## src/rtl/ras_stack.sv

```systemverilog
// Return-address stack: circular register file with wrapping SP and saturating count.
// Define RAS_WRAP_EN to let a push while full overwrite the oldest entry (default: drop it).
module ras_stack #(
  parameter int DEPTH = 8,
  parameter int PTR_W = 3
) (
  input  logic        CLK,
  input  logic        RST,
  input  logic        PUSH,
  input  logic        POP,
  input  logic [31:0] PUSH_ADDR,
  output logic [31:0] TOP,
  output logic        EMPTY,
  output logic        FULL,
  output logic        UNDERFLOW,
  output logic        OVERFLOW
);

`ifdef RAS_WRAP_EN
  localparam bit LP_WRAP = 1'b1;
`else
  localparam bit LP_WRAP = 1'b0;
`endif
  localparam logic [PTR_W:0] LP_DEPTH = (PTR_W+1)'(DEPTH);

  logic [DEPTH-1:0][31:0] r_mem;
  logic [PTR_W-1:0]       r_sp;
  logic [PTR_W:0]         r_cnt;
  logic                   r_underflow, r_overflow;

  logic [PTR_W-1:0] w_sp_inc, w_sp_dec;
  logic             w_empty, w_full;
  logic             w_do_push, w_do_pop, w_do_repl;

  assign w_sp_inc = r_sp + 1'b1;
  assign w_sp_dec = r_sp - 1'b1;
  assign w_empty  = (r_cnt == '0);
  assign w_full   = (r_cnt == LP_DEPTH);

  // Push+pop on an empty stack degenerates to a plain push.
  assign w_do_push = PUSH && (!POP || w_empty) && (!w_full || LP_WRAP || POP);
  assign w_do_pop  = POP && !PUSH && !w_empty;
  assign w_do_repl = PUSH && POP && !w_empty;

  always_ff @(posedge CLK or posedge RST) begin
    if (RST) begin
      r_mem       <= '0;
      r_sp        <= '0;
      r_cnt       <= '0;
      r_underflow <= 1'b0;
      r_overflow  <= 1'b0;
    end else begin
      r_underflow <= POP && !PUSH && w_empty;
      r_overflow  <= PUSH && !POP && w_full;
      if (w_do_push) begin
        r_sp            <= w_sp_inc;
        r_mem[w_sp_inc] <= PUSH_ADDR;
        if (!w_full) r_cnt <= r_cnt + 1'b1;
      end else if (w_do_pop) begin
        r_sp  <= w_sp_dec;
        r_cnt <= r_cnt - 1'b1;
      end else if (w_do_repl) begin
        r_mem[r_sp] <= PUSH_ADDR;
      end
    end
  end

  // Registered-state only: fetch can consume TOP in the same cycle it asserts POP.
  assign TOP       = w_empty ? 32'h0 : r_mem[r_sp];
  assign EMPTY     = w_empty;
  assign FULL      = w_full;
  assign UNDERFLOW = r_underflow;
  assign OVERFLOW  = r_overflow;

endmodule
```

## config.mk

```make
export PLATFORM = sky130hd
export DESIGN_NAME = ras_stack
export DESIGN_NICKNAME = d
export VERILOG_FILES = /design/src/rtl/ras_stack.sv
export SDC_FILE = /design/constraint.sdc
export NUM_CORES = 1
export LEC_CHECK = 0
export CAP_MARGIN = 15
export CORE_MARGIN = 10
export CORE_UTILIZATION = 54
export DETAILED_ROUTE_END_ITERATION = 10
export PLACE_DENSITY = 0.86
export SYNTH_ARGS = -nofsm -noshare
export SYNTH_HDL_FRONTEND = slang
export SYNTH_SLANG_ARGS = --single-unit
```

## constraint.sdc

```tcl
create_clock -name CLK -period 8.3 [get_ports CLK]
set_input_delay 1.66 -clock CLK [delete_from_list [all_inputs] [get_ports CLK]]
set_output_delay 1.66 -clock CLK [all_outputs]
set_load 0.03 [all_outputs]
```

# After elaboration in Yosys (flattened, before gate mapping)
# Index checks and enable logic that the tools add are counted.
[totals]
in_bits = 36
mem_count = 0
latch_bits = 0
word_cells = 62
mem_bits_ro = 0
out_inout_bits = 36
regBits = 265
ram_bits = 0
[op_classes]
bitwise_logic = 0
shift = 0
magnitude_cmp = 4
multipliers = 0
reduce_logical = 22
muxes = 17
n_eq_ne = 3
n_div = 0
add_sub_neg = 4
[op_table]
columns = ["operator", "n"]
rows = [
  ["$mux W256", 3],
  ["$bwmux W256", 2],
  ["$demux W32 S3", 2],
  ["$mux W32", 4],
  ["$bmux W32 S3", 1],
  ["$mux W4", 3],
  ["$logic_and A1 B1 Y1", 11],
  ["$lt A3 B4 Y1 const B", 2],
  ["$ge A3 B1 Y1 const B", 2],
  ["$mux W3", 2],
  ["$add A4 B1 Y4 const B", 1],
  ["$eq A4 B4 Y1 const B", 1],
  ["$logic_not A1 Y1", 4],
  ["$logic_not A4 Y1", 1],
  ["$ne A2 B2 Y1 const B", 2],
  ["$reduce_and A2 Y1", 2],
  ["$reduce_bool A2 Y1", 2],
  ["$sub A4 B1 Y4 const B", 1],
  ["$add A3 B1 Y3 const B", 1],
  ["$sub A3 B1 Y3 const B", 1],
  ["$logic_or A1 B1 Y1", 2],
]

# Logic depth before layout (Yosys ltp)
[logic_depth]
word_depth = 8
depth_mapped = 10
depth_no_buf = 7

# Least setup slack after synthesis
# Ideal clock, no wire load.
[synth_path]
kind = "register to output"
start = "reg r_sp[0]"
end = "out TOP[10]"
arrival_time_ns = 2.260
required_time_ns = 6.640
n_path_buf = 4
path_slack_ns = 4.380
stages_incl_launch_ff = 8
cell_sequence = "dfrtp_1 > clkbuf_1 > buf_2 > buf_1 > clkbuf_1 > a221o_1 > a21oi_1 > nor2_1"
[synth_between]
elab_chain_cells = 3
[synth_lines]
columns = ["element", "line", "rtl"]
rows = [
  ["start: declaration", "27", "logic [PTR_W-1:0] r_sp;"],
  ["start signal: assignment", "56", "r_sp <= w_sp_inc;"],
  ["start signal: assignment", "60", "r_sp <= w_sp_dec;"],
  ["$bmux W32 S3", "69", "assign TOP = w_empty ? 32'h0 : r_mem[r_sp];"],
  ["$mux W32 (implied by the code)", "69", ""],
  ["$mux W32", "69", ""],
  ["end: declaration", "12", "output logic [31:0] TOP,"],
]
# Every way passes these cells. The select of a mux whose other input is x is not followed.

# Final worst setup path
[layout_path]
start = "reg r_sp[0]"
end = "out TOP[0]"
# Same word-level chain as after synthesis.

==> metrics.cfg <==
[run_status]
outcome=complete, no violations

[cts]
ctsResizeCount=0
path_clk_slew_ns=0.06
cts_hold_buf=0
cts-htree-levels=1
cts_setup_buffers=0
cts_tree=yes
cts_inserted_buffers=27
cts_buffer_depth=3
clock-sinks=265
clock_latency_ns=0.54
cts-root-buf=clkbuf_16

[worst_hold_path]
hold_class=flip-flop to flip-flop
worstHoldStart=r_cnt[3]
min_path_cells=1

[die]
io_pins=72
rows=55
die_area_sq_mm=0.0296
start_util=0.550
die_w_um=172
die_h_um=172
core_area_sq_mm=0.0227

[global_routing]
antenna_found_initial=1
globalRouteOverflowTotal=0
track_usage=0.204
grt_pass1_wl_um=48100
grt_pass1_vias=8584
grt_max_degree=157

[yosys]
synth-edff-count=0
synth-simple-area-share=0.0396
syn_inst=894
yosys_most_used_dff=dfrtp_1
avgSynthCellArea_sq_um=14.0
synth_warnings=0
ys_top_cells_by_count=dfrtp_1, mux2_2, mux2_1
yosysUniqueCellTypes=54
async_reset_ff_frac=1.00
synth_top_family_by_area=multiplexers
yosys-top-cells-area=dfrtp_1, mux2_2, mux2_1
synth_top_area_frac=0.531
syn-num-nets=934
synthAdderAreaFrac=0.00481
synth_xor_area_frac=0.00421
synthesis.area_sq_mm=0.0125
synth_top_area_cell=dfrtp_1
yosysMostFrequentCell=dfrtp_1
synth_compound_area_frac=0.0731
yosysSeqAreaShare=0.531
synth-seq-cells=265
synth_mux_area_frac=0.309

[detailed_routing]
via_count=7868
drtAntennaViolNets=0
wl_per_cell_um=23.9
dr.pass1.iters=6
drt_first_iter_violations=612
route.detailed.drc=0
routed_wl_um=30000
vias_per_cell=6.28

[worst_setup_path]
crit_top_cell=nor2_1
critical_path.cell_chain=buf_4 -> nor2_1 -> a221oi_1 -> nor2_1 -> a311oi_1 -> nor2_1 -> clkdlybuf4s50_1
critPathLaunch=r_sp[0]
rr_startpoint=r_sp[0]
crit_type=flip-flop to output pin
arrival_ns=3.74
slowest_stage=dfrtp_4
crit_path_max_fanout=42
startpoint_type=flip-flop
critPathMaxStageDelay_ns=0.70
critPathRequiredTime_ns=6.64
reg2reg_depth=8
crit_path_end_kind=output pin

[timing]
worst_pin_slew_ns=1.22
final_hold_viol_count=0
finalCritPeriodShare=0.650
max_freq_mhz=185
maxSlewHeadroom=0.185
finClkSkew_ns=0.0117
drv_slew=0
setup_tns_ns=0
final-setup-viol-count=0
rsz0062_at_grt=false
period_needed_ns=5.40

[pwr]
p_leak_nw=5.94
power.density_mw_per_mm2=478
vdd_drop_max_mv=0.319
power_mw=6.77

[finish]
area_delta_synth_final_pct=13.5
fin_nets=990
drive_gt1_frac=0.335
layout.cells.non_filler=1253
final_area_sq_mm=0.0142

[placement]
place_area_sq_mm=0.0133
dp_hpwl_um=18100
dp.cells=1206
gp_congestion=0.791
numPortBuffers=71

[run]
drv_cap=0

[power breakdown]
| part | internal, mW | leakage (nW) | switching (mW) |
|---|---|---|---|
| combinational | 1.56 | 2.34 | 1.67 |
| clock | 0.710 | 0.429 | 0.487 |
| sequential | 1.96 | 3.17 | 0.388 |
| total | 4.23 | 5.94 | 2.54 |
[sequential cells by signal (all words and copies together), names as in the netlist]
| signal | cells |
|---|---|
| r_mem | 256 |
| r_sp | 3 |
| OVERFLOW | 1 |
| UNDERFLOW | 1 |
| r_cnt | 4 |
[metal layers]
metal,part of all wire,GRT usage
met1,0.42,0.261
met2,0.50,0.352
met3,0.055,0.0312
met4,0.025,0.0611
met5,0,0
[through the flow]
stage | setup WS [ns] | hold slack (ns) | utilization
2_1_floorplan | 3.14 | 0.452 | -
3_3_place_gp | 3.48 | 0.465 | 0.586
3_5_place_dp | 3.44 | 0.475 | 0.586
4_1_cts | 2.93 | 0.491 | 0.624
5_1_grt | 2.66 | 0.503 | 0.624
6_report | 2.90 | 0.489 | 0.624
[kinds of logic (layout without fill, tap and decap cells)]
| group | Yosys count | after routing |
|---|---|---|
| flops | 265 | 265 |
| buf+inv | 71 | 144 |
| mux | 323 | 323 |
| compound gates | 121 | 121 |
| fa+ha+maj | 5 | 5 |
| simple gates | 103 | 103 |
| other cells | 0 | 1 |
| xor+xnor | 6 | 6 |
[path summary, 6_finish.rpt]
path                                    to  slack (ns)
worst max register to register   r_mem[66]        3.78
worst min register to register    r_cnt[3]        0.49
max in group asynchronous       r_mem[125]        5.28
worst max-delay path                TOP[0]        2.90
min in group asynchronous       r_mem[111]        1.60
worst min-delay path              r_cnt[3]        0.49
[layout make-up]
| type | count | area [sq um] |
|---|---|---|
| sequential | 265 | 6640 |
| clock buffer | 40 | 785 |
| antenna | 1 | 2.50 |
| clock inverter | 6 | 83.8 |
| fill | 1664 | 8530 |
| multi-input combinational | 558 | 5410 |
| tap | 285 | 357 |
| inverter | 8 | 38.8 |
| timing repair buffer | 90 | 866 |
[critical path: cells and delay by family, from the launching register on]
kind / cells / cell delay [ns]
flip-flops: 1 / 0.70
AO/OA/AOI/OAI: 2 / 0.68
AND/OR/NAND/NOR: 3 / 0.55
buffers and inverters: 2 / 1.23
[placed cells by master, fill, tap and decap left out, drive strengths merged, types with 21 or more instances in the layout]
cell type / instances
a21oi: 30
a221oi: 32
nor2: 51
nand2: 23
clkbuf: 40
clkdlybuf4s50: 71
dfrtp: 265
mux2: 283
mux2i: 21
No activity file was read; power rests on OpenSTA's default activity.
